$ cat config.mk
export PLATFORM = sky130hd
export DESIGN_NAME = char_terminal_ctrl
export DESIGN_NICKNAME = d
export VERILOG_FILES = /design/src/rtl/char_term_pkg.sv /design/src/rtl/char_term_sweep.sv /design/src/rtl/char_terminal_ctrl.sv
export SDC_FILE = /design/constraint.sdc
export NUM_CORES = 1
export LEC_CHECK = 0
export CORE_UTILIZATION = 54
export CTS_BUF_LIST = sky130_fd_sc_hd__clkbuf_16
export DETAILED_ROUTE_END_ITERATION = 16
export MAX_ROUTING_LAYER = met4
export PLACE_DENSITY = 0.81
export RECOVER_POWER = 100
export SETUP_SLACK_MARGIN = 0.4
export SLEW_MARGIN = 20
export SYNTH_ARGS = -nofsm -noshare
export SYNTH_HDL_FRONTEND = slang
export SYNTH_SLANG_ARGS = --single-unit
$ cat constraint.sdc
create_clock -name clk -period 3 [get_ports clk]
set_input_delay 0.3 -clock clk [delete_from_list [all_inputs] [get_ports clk]]
set_output_delay 0.3 -clock clk [all_outputs]
set_load 0.01 [all_outputs]
$ cat src/rtl/char_term_pkg.sv
// Shared types and constants for the character terminal controller.
package char_term_pkg;

    typedef enum logic [0:0] {
        StIdle,
        StClear
    } state_e;

    // ASCII control and fill bytes
    localparam logic [7:0] AsciiBs    = 8'h08;
    localparam logic [7:0] AsciiFf    = 8'h0C;
    localparam logic [7:0] AsciiCr    = 8'h0D;
    localparam logic [7:0] AsciiSpace = 8'h20;
    localparam logic [7:0] AsciiTilde = 8'h7E;

    // PS/2 set-2 arrow-key scancodes
    localparam logic [7:0] ScanLeft  = 8'h6B;
    localparam logic [7:0] ScanRight = 8'h74;
    localparam logic [7:0] ScanUp    = 8'h75;
    localparam logic [7:0] ScanDown  = 8'h72;

endpackage

$ cat src/rtl/char_term_sweep.sv
// Row-major (col,row) cell counter used to walk the whole screen during a clear.
module char_term_sweep #(
    parameter int unsigned HORZ_CNT = 80,
    parameter int unsigned VERT_CNT = 25,
    parameter int unsigned HORZ_W   = $clog2(HORZ_CNT),
    parameter int unsigned VERT_W   = $clog2(VERT_CNT)
) (
    input  logic              clk,
    input  logic              rst,
    input  logic              start,
    input  logic              step,
    output logic [HORZ_W-1:0] col,
    output logic [VERT_W-1:0] row,
    output logic              done
);

    localparam logic [HORZ_W-1:0] LastCol = HORZ_W'(HORZ_CNT - 1);
    localparam logic [VERT_W-1:0] LastRow = VERT_W'(VERT_CNT - 1);
    localparam logic [HORZ_W-1:0] OneCol  = HORZ_W'(1);
    localparam logic [VERT_W-1:0] OneRow  = VERT_W'(1);

    // Counter register: start (or reset) rewinds to the first cell
    always_ff @(posedge clk) begin
        if (rst || start) begin
            col <= '0;
            row <= '0;
        end else if (step) begin
            if (col == LastCol) begin
                col <= '0;
                row <= (row == LastRow) ? '0 : row + OneRow;
            end else begin
                col <= col + OneCol;
            end
        end
    end

    // Current cell is the final one of the sweep
    always_comb begin
        done = (col == LastCol) && (row == LastRow);
    end

endmodule

$ cat src/rtl/char_terminal_ctrl.sv
// Character terminal controller: owns the text cursor and turns ASCII bytes and
// arrow scancodes into character-buffer writes and cursor moves.
// Optional build macro CHAR_TERM_CLEAR_ON_RESET_EN: leave reset already sweeping
// the screen clear instead of idling.
module char_terminal_ctrl
    import char_term_pkg::*;
#(
    parameter int unsigned CHAR_HORZ_CNT = 80,
    parameter int unsigned CHAR_VERT_CNT = 25,
    parameter int unsigned CHAR_HORZ_W   = $clog2(CHAR_HORZ_CNT),
    parameter int unsigned CHAR_VERT_W   = $clog2(CHAR_VERT_CNT)
) (
    input  logic                   clk,
    input  logic                   rst,
    input  logic                   ascii_vld,
    input  logic [7:0]             ascii,
    output logic                   ascii_rdy,
    input  logic                   scancode_vld,
    input  logic [7:0]             scancode,
    output logic                   char_write_en,
    output logic [CHAR_HORZ_W-1:0] char_hpos,
    output logic [CHAR_VERT_W-1:0] char_vpos,
    output logic [7:0]             char_symbol,
    output logic [CHAR_HORZ_W-1:0] cursor_hpos,
    output logic [CHAR_VERT_W-1:0] cursor_vpos,
    output logic                   busy
);

    localparam logic [CHAR_HORZ_W-1:0] LastCol = CHAR_HORZ_W'(CHAR_HORZ_CNT - 1);
    localparam logic [CHAR_VERT_W-1:0] LastRow = CHAR_VERT_W'(CHAR_VERT_CNT - 1);
    localparam logic [CHAR_HORZ_W-1:0] OneCol  = CHAR_HORZ_W'(1);
    localparam logic [CHAR_VERT_W-1:0] OneRow  = CHAR_VERT_W'(1);

    state_e                 state_q, state_d;
    logic [CHAR_HORZ_W-1:0] cur_col_q, cur_col_d, wr_col_q, wr_col_d;
    logic [CHAR_VERT_W-1:0] cur_row_q, cur_row_d, wr_row_q, wr_row_d;
    logic [7:0]             sym_q, sym_d;
    logic                   we_q, we_d, busy_q, busy_d, rdy_q;
    logic [CHAR_HORZ_W-1:0] adv_col, sweep_col;
    logic [CHAR_VERT_W-1:0] adv_row, nl_row, sweep_row;
    logic                   sweep_start, sweep_step, sweep_done;

    char_term_sweep #(
        .HORZ_CNT (CHAR_HORZ_CNT),
        .VERT_CNT (CHAR_VERT_CNT),
        .HORZ_W   (CHAR_HORZ_W),
        .VERT_W   (CHAR_VERT_W)
    ) u_sweep (
        .clk   (clk),
        .rst   (rst),
        .start (sweep_start),
        .step  (sweep_step),
        .col   (sweep_col),
        .row   (sweep_row),
        .done  (sweep_done)
    );

    // Cursor successors: next cell (wrapping, no scroll) and start of next line
    always_comb begin
        nl_row = (cur_row_q == LastRow) ? '0 : cur_row_q + OneRow;
        if (cur_col_q == LastCol) begin
            adv_col = '0;
            adv_row = nl_row;
        end else begin
            adv_col = cur_col_q + OneCol;
            adv_row = cur_row_q;
        end
    end

    // Next-state decode of bytes, scancodes and the clear sweep
    always_comb begin
        state_d     = state_q;
        cur_col_d   = cur_col_q;
        cur_row_d   = cur_row_q;
        we_d        = 1'b0;
        wr_col_d    = wr_col_q;
        wr_row_d    = wr_row_q;
        sym_d       = sym_q;
        busy_d      = busy_q;
        sweep_start = 1'b0;
        sweep_step  = 1'b0;
        unique case (state_q)
            StIdle: begin
                busy_d = 1'b0;
                if (ascii_vld) begin
                    // ASCII wins over a coincident scancode
                    if (ascii >= AsciiSpace && ascii <= AsciiTilde) begin
                        we_d      = 1'b1;
                        wr_col_d  = cur_col_q;
                        wr_row_d  = cur_row_q;
                        sym_d     = ascii;
                        cur_col_d = adv_col;
                        cur_row_d = adv_row;
                    end else if (ascii == AsciiCr) begin
                        cur_col_d = '0;
                        cur_row_d = nl_row;
                    end else if (ascii == AsciiBs) begin
                        if (cur_col_q != '0) begin
                            we_d      = 1'b1;
                            wr_col_d  = cur_col_q - OneCol;
                            wr_row_d  = cur_row_q;
                            sym_d     = AsciiSpace;
                            cur_col_d = cur_col_q - OneCol;
                        end else if (cur_row_q != '0) begin
                            we_d      = 1'b1;
                            wr_col_d  = LastCol;
                            wr_row_d  = cur_row_q - OneRow;
                            sym_d     = AsciiSpace;
                            cur_col_d = LastCol;
                            cur_row_d = cur_row_q - OneRow;
                        end
                    end else if (ascii == AsciiFf) begin
                        state_d     = StClear;
                        busy_d      = 1'b1;
                        sweep_start = 1'b1;
                    end
                end else if (scancode_vld) begin
                    case (scancode)
                        ScanLeft:  if (cur_col_q != '0)     cur_col_d = cur_col_q - OneCol;
                        ScanRight: if (cur_col_q != LastCol) cur_col_d = cur_col_q + OneCol;
                        ScanUp:    if (cur_row_q != '0)     cur_row_d = cur_row_q - OneRow;
                        ScanDown:  if (cur_row_q != LastRow) cur_row_d = cur_row_q + OneRow;
                        default:   ;
                    endcase
                end
            end
            StClear: begin
                we_d       = 1'b1;
                wr_col_d   = sweep_col;
                wr_row_d   = sweep_row;
                sym_d      = AsciiSpace;
                sweep_step = 1'b1;
                if (sweep_done) begin
                    state_d   = StIdle;
                    busy_d    = 1'b0;
                    cur_col_d = '0;
                    cur_row_d = '0;
                end
            end
            default: state_d = StIdle;
        endcase
    end

    // State and registered outputs
    always_ff @(posedge clk) begin
        if (rst) begin
`ifdef CHAR_TERM_CLEAR_ON_RESET_EN
            state_q <= StClear;
            busy_q  <= 1'b1;
            rdy_q   <= 1'b0;
`else
            state_q <= StIdle;
            busy_q  <= 1'b0;
            rdy_q   <= 1'b1;
`endif
            cur_col_q <= '0;
            cur_row_q <= '0;
            we_q      <= 1'b0;
            wr_col_q  <= '0;
            wr_row_q  <= '0;
            sym_q     <= 8'h00;
        end else begin
            state_q   <= state_d;
            busy_q    <= busy_d;
            rdy_q     <= (state_d == StIdle);
            cur_col_q <= cur_col_d;
            cur_row_q <= cur_row_d;
            we_q      <= we_d;
            wr_col_q  <= wr_col_d;
            wr_row_q  <= wr_row_d;
            sym_q     <= sym_d;
        end
    end

    assign ascii_rdy     = rdy_q;
    assign busy          = busy_q;
    assign char_write_en = we_q;
    assign char_hpos     = wr_col_q;
    assign char_vpos     = wr_row_q;
    assign char_symbol   = sym_q;
    assign cursor_hpos   = cur_col_q;
    assign cursor_vpos   = cur_row_q;

endmodule
==> run metrics <==
max_cap viols=0; DR WL/cell=18.36 microns; largest net degree at the start of global routing=32; pwr dens=433.0 nW/um^2; CTS sink count=48; Max VDD drop=251.7 uV; top_reg_cell synth=dfxtp_1; Top Ports=55; worst r2r dst=cursor_hpos[2]; worst path arrival time=2880 ps; RSZ-0062 raised after global routing=false; Post-synth EDFFs=0; Worst Setup End Kind=flip-flop; Diodes inserted=0; Layout fillers=463; first-pass iteration count of the detailed router=5; syn nets=445; RR Startpoint=cursor_hpos[0]; Num CTS Buffers=5; # setup viols final=0; worst-margin pin slew=619.6 ps; # DRC=0; Max H-tree Level=2; fmax=0.3711 GHz; Hold Crit Class=reg2reg; register area share after synthesis=28.97%; critical path type=reg2reg; fin cells=556; hold_ws=450.3 ps; post-route ant nets=0; Post-Place Worst Slack=111.9 ps; DIE AREA=6460 sq um; Clk pin slew, worst setup/hold paths=70 ps; skew final=6.064 ps; startpoint types=flip-flop; CTS tree=done; worst hold stages=2; Final Hold Viols=0; Die Width=80.38 microns; Starting Density=56.02%; DP HPWL=7000 microns; post-layout min period=2694 ps; placed instance count=537; Skew-Pair Late Insertion Delay=290 ps; WP data required=3180 ps; Bufs on Longest Clock Path=2; antenna violations before repair=0; Vert. Die Dim=80.38 microns; LEAKAGE=0.001601 uW; Yosys cell types=69; Synth async-reset ratio=0%; Avg Cell Area, Syn=7.954 sq um; RD Place Congestion=0.9517; hold path start=char_symbol[6]; Routed WL=10210 microns; first-pass GRT wire length=15840 microns; routed vias/inst=6.455; Post-Syn Area=3317 sq um; YS warnings=0; all-layer global routing usage=32.48%; DRT iter0 DRCs=527; Area Overhead vs Synth=27.54%; GR Overflow Total=0; worst r2r path cells=8; vias=3589; Sum Neg Setup Slack=0 ps; Final Cycle Share=89.81%; status=completed; Placeable Area=5921 sq um; slew margin rel.=58.32%; FF+latch count, synth=48; root buf cell=clkbuf_16; Final WS setup=305.6 ps; reg2reg setup slack=310 ps; share of layout cells above drive strength 1=11.43%; Buffers on Ports=54; vias in the first global route=3272; NumNets Final=508; row count=28; Slew Viols, Final=0; crit path max fanout=11; Worst Hold Endpoint=char_symbol[6]; Gate Count Post-Synth=417
-- routing by layer --
metal  GRT usage (%)  up-vias  share of wire [%]
met5               -        -                  0
met4           14.64        0                3.6
met3           5.795       35                8.4
met2           52.63      211                 46
met1           39.22     1671                 42
li1                -     1672                  -
-- cell usage after synthesis, types with 11 or more instances --
| cell type | n | share of area (%) |
|---|---|---|
| dfxtp_1 | 48 | 29 |
| nand4_1 | 11 | 2.1 |
| nand2_1 | 36 | 4.1 |
| a21oi_1 | 25 | 3.8 |
| o21ai_0 | 16 | 2.4 |
| inv_1 | 12 | 1.4 |
| nor2_1 | 35 | 4.0 |
| xor2_1 | 14 | 3.7 |
| o211ai_1 | 14 | 3.2 |
| nor3_1 | 16 | 2.4 |
| xnor2_1 | 11 | 2.9 |
| nand3_1 | 27 | 4.1 |
| clkbuf_1 | 20 | 2.3 |
-- final cells by class --
class                      count  area, sq um  area share [%]
clock inverter                 3        18.77          0.4437
multi-input combinational    331         2235           52.82
inverter                      12        45.04           1.065
sequential                    48        968.4           22.89
clock buffer                   5        125.1           2.958
timing repair buffer          82        744.5           17.60
tap                           75        93.84           2.218
-- repair_timing --
item                       4_1_cts  5_1_grt
resized for setup                2       12
hold endpoints to repair         0        0
pin swaps                        2        6
setup endpoints to repair       10       32
hold buffers                     0        0
buffers inserted                 3        7
gates cloned                     0        1
-- where the power goes --
| group | switching, uW | total (uW) | internal [uW] |
|---|---|---|---|
| sequential | 35.7 | 700 | 665 |
| combinational | 301 | 566 | 265 |
| clock | 258 | 565 | 307 |
-- state kept, by name, summed over array words and instances, names as in the netlist --
| register | flops |
|---|---|
| ascii_rdy | 1 |
| cursor_hpos | 7 |
| state_q | 1 |
| busy | 1 |
| u_sweep.col | 7 |
| char_symbol | 8 |
| char_write_en | 1 |
| u_sweep.row | 5 |
| char_vpos | 5 |
| cursor_vpos | 5 |
| char_hpos | 7 |
-- worst max-delay path by stage --
| stage | from | to | slack [ps] | cells past startpoint |
|---|---|---|---|---|
| 2_1_floorplan | cursor_hpos[0] | cursor_hpos[2] | 410 | 9 |
| 3_3_place_gp | ascii[1] | char_vpos[1] | 190 | 7 |
| 3_5_place_dp | ascii[1] | char_hpos[1] | 110 | 7 |
| 4_1_cts | ascii[1] | char_vpos[1] | 400 | 7 |
| 5_1_grt | cursor_hpos[0] | char_hpos[3] | 210 | 8 |
| 6_report | cursor_hpos[0] | cursor_hpos[2] | 310 | 8 |
-- worst max-delay path, cell delays in order, from the launching register on --
cell      delay (ps)
dfxtp_4          380
inv_1            100
ha_4             160
or4b_4           490
nor3_2           480
nand2_2          110
a31o_1           310
a21boi_2         210
mux2_1           330
-- logic make-up (layout without fill, tap and decap cells) --
| kind of cell | count (synthesis) | after routing | synth area share [%] |
|---|---|---|---|
| AND/OR/NAND/NOR | 183 | 183 | 30.67 |
| XOR/XNOR | 25 | 25 | 6.601 |
| AO/OA/AOI/OAI | 103 | 104 | 22.18 |
| multiplexers | 11 | 11 | 3.470 |
| buffers and inverters | 39 | 102 | 5.092 |
| adder cells (fa/ha/maj) | 8 | 8 | 3.018 |
| flip-flops | 48 | 48 | 28.97 |
-- cell usage in the layout (no fill, tap or decap), types with 3 or more instances in the layout --
cell | netlist | layout
and3_1 | 5 | 5
or3_1 | 2 | 3
a311o_1 | 5 | 5
nor2_1 | 35 | 35
nand3b_1 | 3 | 3
a311oi_1 | 4 | 4
dfxtp_1 | 48 | 46
nor4_1 | 5 | 5
o211ai_1 | 14 | 14
ha_1 | 8 | 7
clkdlybuf4s50_1 | 0 | 20
mux2i_1 | 7 | 7
nor3_1 | 16 | 16
a31oi_1 | 4 | 4
xor2_1 | 14 | 14
a21oi_1 | 25 | 25
nand2_1 | 36 | 35
o21bai_1 | 3 | 3
xnor2_1 | 11 | 11
o21ai_0 | 16 | 16
nor2b_1 | 9 | 9
nand3_1 | 27 | 26
or3b_2 | 3 | 3
buf_4 | 1 | 22
inv_1 | 12 | 11
nand4_1 | 11 | 11
clkbuf_1 | 20 | 5
o22ai_1 | 4 | 4
clkbuf_16 | 0 | 5
and4_1 | 5 | 5
nand2b_1 | 6 | 6
dlygate4sd3_1 | 0 | 34
-- metrics by stage --
stage / instance area, sq um / total power [uW] / utilization, %
after floorplan: 3329 / 1055 / -
after global placement: 3974 / 1230 / 67.12
after detailed placement: 3974 / 1238 / 67.12
after CTS: 4144 / 1803 / 69.99
after global routing: 4230 / 1902 / 71.45
final: 4230 / 1832 / 71.45
Note: power is estimated with default switching activity, not from simulation.
==> RTL edit 1: new RTL, same flow settings <==
Add a define of `CHAR_TERM_CLEAR_ON_RESET_EN`.
--- a/src/rtl/char_terminal_ctrl.sv
+++ b/src/rtl/char_terminal_ctrl.sv
@@ -3,4 +3,6 @@
 // Optional build macro CHAR_TERM_CLEAR_ON_RESET_EN: leave reset already sweeping
 // the screen clear instead of idling.
+`define CHAR_TERM_CLEAR_ON_RESET_EN
+
 module char_terminal_ctrl
     import char_term_pkg::*;
Function: changed (a bounded check fails within 4 cycles, from zero or initial values and one cycle with rst high).
==> RTL edit 1 against the original RTL <==
  * Sequential cell count stayed put
  * Cell count is 2.5% lower
  * Critical path depth stayed put
  * Worst setup slack better by 120 ps
  * Cell area is 3.5% lower
  * Sequential share of layout area is 0.64 points higher
  * Die area is 1.7% lower
  * Wire length is 11% lower
  * Synthesized area is 1.8% lower
  * Critical endpoint is now cursor_hpos[3]
  * Highest routed layer unchanged
Power is not compared: it rests on default switching activity, and its combinational part moved more than twofold at a synthesized area within 25%.
==> RTL edit 1: results (changes against the original RTL) <==
outcome:
  status: "finished, final reports clean"
layout:
  nets: 497  # -2.2%
  drive_above_1_share: 0.0894  # -0.0250
  fillerInstances: 468  # +1.1%
  synthToLayoutAreaGrowth_pct: 25.3
place:
  dp_cells: 533  # -0.74%
  place_congestion: 0.966  # +1.5%
  pre_cts_ws_ps: 257  # +146 ps
  placed_area_mm2: 0.00394  # -0.98%
  hpwl_um: 6570  # -6.2%
sta:
  worst_pin_slew_ps: 739  # +119 ps
  fin_crit_sh: 0.857  # -0.0408
  fin_skew_ps: 7.69  # +1.63 ps
  fin_hold_ws_ps: 451  # +0.437 ps
yosys:
  synth-compound-area-share: 0.232  # +0.0105
  yosys_warnings: 0  # unchanged
  yosys.area_share.adder: 0.0307  # +0.000545
  post_synth_xor_area_fraction: 0.0672  # +0.00119
  synth_mux_area_frac: 0.0442  # +0.00946
  synthTopCellsByArea: "dfxtp_1 (29%), nor2_1 (5.3%), xnor2_1 (5.1%)"
worst_setup_path:
  reg2reg_from: "cursor_hpos[1]"
  r2r_setup_slack_ps: 430  # +120 ps
  crit_path_end: "cursor_hpos[3]"
  cpLargestDelayFamily: "compound AO/OA/AOI/OAI gates"
  max_stage_delay_ps: 570  # +80 ps
  path_max_fanout: 10  # -1
  crit_slowest_cell: "a21oi_1"
  crit_arrival_ps: 2780  # -100 ps
global_route:
  use_met1: 0.382  # -0.00980
  grt_usage: 0.309  # -0.0155
  grt_max_degree: 27  # -16%
  grt_use_met3: 0.0457  # -0.0122
  grt_pass1_wl_um: 15000  # -5.2%
  grtUsageMet2: 0.520  # -0.00661
routing:
  first_iter_violations: 258  # -51%
  num_vias: 3458  # -3.7%
  wl_um: 9100  # -11%
  wl_met2_um: 4490  # -3.5%
  wire_per_inst_um: 16.8  # -8.5%
  met3WireLength_um: 723  # -16%
  drt-met1-wl_um: 3780  # -13%
min_path:
  hp-start: "char_hpos[2]"
  holdPathEnd: "char_hpos[2]"
clock_tree:
  post_cts_buffers: 0  # -3
## RTL edit 1: changes by cell type after synthesis, sizes merged, moves of 6 or more
cell    delta
a211oi    +12
nor2b      -7
xor2       -8
xnor2      +8
o21ai      -6
nor2       +9
## RTL edit 1: layout make-up
type | count | share of cell area
clock buffer | 5 | 0.0306
clock inverter | 3 | 0.00460
inverter | 17 | 0.0156
multi-input combinational | 324 | 0.525
sequential | 48 | 0.235
tap | 72 | 0.0221
timing repair buffer | 73 | 0.167
## RTL edit 1: cells by family (layout without fill, tap and decap cells)
logic type,Yosys count,in the layout
adder cells (fa/ha/maj),8,8
flip-flops,48,48
AND/OR/NAND/NOR,175,175
AO/OA/AOI/OAI,103,103
buffers and inverters,45,98
multiplexers,13,13
XOR/XNOR,25,25
## RTL edit 1: report_power, final
part / internal [mW] / switching, mW / leakage, nW
Combinational: 0.0593 / 0.0732 / 1.15
Sequential: 0.644 / 0.00595 / 0.388
Clock: 0.306 / 0.250 / 0.0635
Total: 1.01 / 0.329 / 1.60
==> RTL edit 2: new RTL, config.mk and constraints unchanged <==
Without the edit above. Reset style: asynchronous (`rst`), changed in one clocked block.
--- a/src/rtl/char_terminal_ctrl.sv
+++ b/src/rtl/char_terminal_ctrl.sv
@@ -143,5 +143,5 @@
 
     // State and registered outputs
-    always_ff @(posedge clk) begin
+    always_ff @(posedge clk or posedge rst) begin
         if (rst) begin
 `ifdef CHAR_TERM_CLEAR_ON_RESET_EN
Behaviour: differs if rst is asserted again (counterexample within 4 cycles, from zero or initial values and one cycle with rst high); with rst held inactive, the same outputs for 4 cycles.
==> RTL edit 2 against the original RTL <==
  * Sequential cell count unchanged
  * Count of clock-buffer cells in the layout increased by 2
  * Worst setup slack improved by 43 ps
  * Non-clock buffer count decreased by 2
  * Synthesized area decreased by 0.26%
  * Cell area decreased by 0.30%
  * Wire length decreased by 8.0%
  * Largest cell class unchanged
  * Highest routed layer unchanged
Power is not compared: it rests on default switching activity, and its combinational part moved more than twofold at a synthesized area within 25%.
==> RTL edit 2: results (changes against the original RTL) <==
outcome:
  status: "finished, final reports clean"
worst_setup_path:
  reg2reg_from: "cursor_hpos[0]"
  r2r_cells: 9  # +1
  crit_slowest_cell: "or4b_1"
  cpLargestDelayFamily: "simple AND/OR/NAND/NOR gates"
  r2r_end: "cursor_vpos[2]"
  max_stage_delay_ps: 600  # +110 ps
  path_class: "flip-flop to flip-flop"
  path_max_fanout: 6  # -5
  crit_arrival_ps: 2880  # about the same
  r2r_setup_slack_ps: 350  # +40 ps
global_route:
  antenna_found_initial: 0  # unchanged
  grt_max_degree: 37  # +16%
  grt_usage: 0.316  # -0.00920
  grt_pass1_wl_um: 15200  # -4.2%
  grt_pass1_vias: 3120  # -4.6%
place:
  place_congestion: 0.938  # -1.5%
  hpwl_um: 6550  # -6.5%
  numPortBuffers: 54  # unchanged
clock_tree:
  cts_buffers: 5  # unchanged
  clockBufferDepth: 2  # unchanged
  clkLatencyLatePin_ps: 280
  path_clk_slew_ps: 60
  cts_max_level: 2  # unchanged
  cts-root-buf: "clkbuf_16"
layout:
  fillerInstances: 474  # +2.4%
  nets: 483  # -4.9%
  largest_register_ff_count: 8  # unchanged
  diodes: 0  # unchanged
  drive_above_1_share: 0.129  # +0.0150
yosys:
  synth_mux_area_frac: 0.0344  # -0.000286
  synth_nets: 423  # -4.9%
  yosysSeqAreaShare: 0.345  # +0.0556
  synthTopCellsByArea: "dfrtp_1 (26%), dfxtp_1 (7.3%), nor2_1 (5.6%)"
  yosys.area_share.adder: 0.0303  # +0.0000799
  async_flop_share: 0.750  # +0.750
  post_synth_xor_area_fraction: 0.0688  # +0.00282
  synth_cell_type_count: 63  # -8.7%
  synth-compound-area-share: 0.219  # -0.00319
  yosys_warnings: 0  # unchanged
  synth_commonest_cells: "nor2_1 (49), nand2_1 (39), dfrtp_1 (35)"
routing:
  wire_per_inst_um: 17.7  # -3.6%
  first_pass_iters: 5  # unchanged
  num_vias: 3354  # -6.5%
  first_iter_violations: 313  # -41%
pwr:
  ir_drop_mv: 0.465
  leakage_nw: 1.67
  switching_share: 0.385
min_path:
  hold_class: "flip-flop to flip-flop"
sta:
  slew_headroom: 0.558  # -0.0253
  fin_skew_ps: 2.81  # -3.26 ps
RTL edit 2: worst min-delay path by stage:
stage	to	depth (start not counted)	startpoint	slack, ps
final	busy	1	busy	480
after global routing	busy	1	busy	500
after CTS	busy	1	busy	490
after detailed placement	busy	1	busy	470
after global placement	busy	1	busy	460
after floorplan	char_symbol[5]	2	ascii[5]	450
RTL edit 2: cells by family (layout without fill, tap and decap cells):
group	count (synthesis)	in the layout
adders and majority gates	8	8
and+or+nand+nor	157	157
DFF	48	48
AOI/OAI and AO/OA	105	106
muxes	11	11
xor gates and xnor gates	26	26
buffers and inverters	40	100
RTL edit 2: cell type report:
cell class | instances | area (um2) | area share
well taps | 75 | 93.8 | 0.0222
clock inverters | 1 | 3.75 | 0.000890
repair buffers | 80 | 732 | 0.174
clock buffers | 7 | 175 | 0.0415
inverters | 12 | 45.0 | 0.0107
multi-input cells | 308 | 2020 | 0.480
flip-flops and latches | 48 | 1140 | 0.271
RTL edit 2: metal layers:
layer | vias up | wire length, um | global-route usage | share of wire
li1 | 1554 | - | - | -
met1 | 1620 | 3840 | 0.394 | 0.41
met2 | 149 | 4640 | 0.514 | 0.49
met3 | 31 | 648 | 0.0443 | 0.069
met4 | 0 | 259 | 0.130 | 0.028
met5 | - | 0 | - | 0
RTL edit 2: what timing repair did:
action	CTS	global route
gates resized for setup	7	8
pin swaps	1	5
cloned	1	0
setup buffers	3	3
endpoints found under the hold margin	0	0
endpoints found under the setup margin	19	18
RTL edit 2: power by group through the flow:
stage	clock, mW	sequential [mW]	combinational (mW)
6_report	0.645	1.05	1.44
2_1_floorplan	0	0.994	0.932
5_1_grt	0.677	1.08	1.58
4_1_cts	0.650	1.06	1.45
3_5_place_dp	0	1.07	1.40
3_3_place_gp	0	1.06	1.37
RTL edit 2: per-stage QoR:
stage	utilization	setup WS (ps)	instance area [um2]	hold slack [ps]	cells
2_1_floorplan	-	473	3310	454	395
3_3_place_gp	0.669	182	3960	462	516
3_5_place_dp	0.669	155	3960	473	516
4_1_cts	0.708	405	4190	487	528
5_1_grt	0.712	217	4220	504	531
6_report	0.712	349	4220	478	531
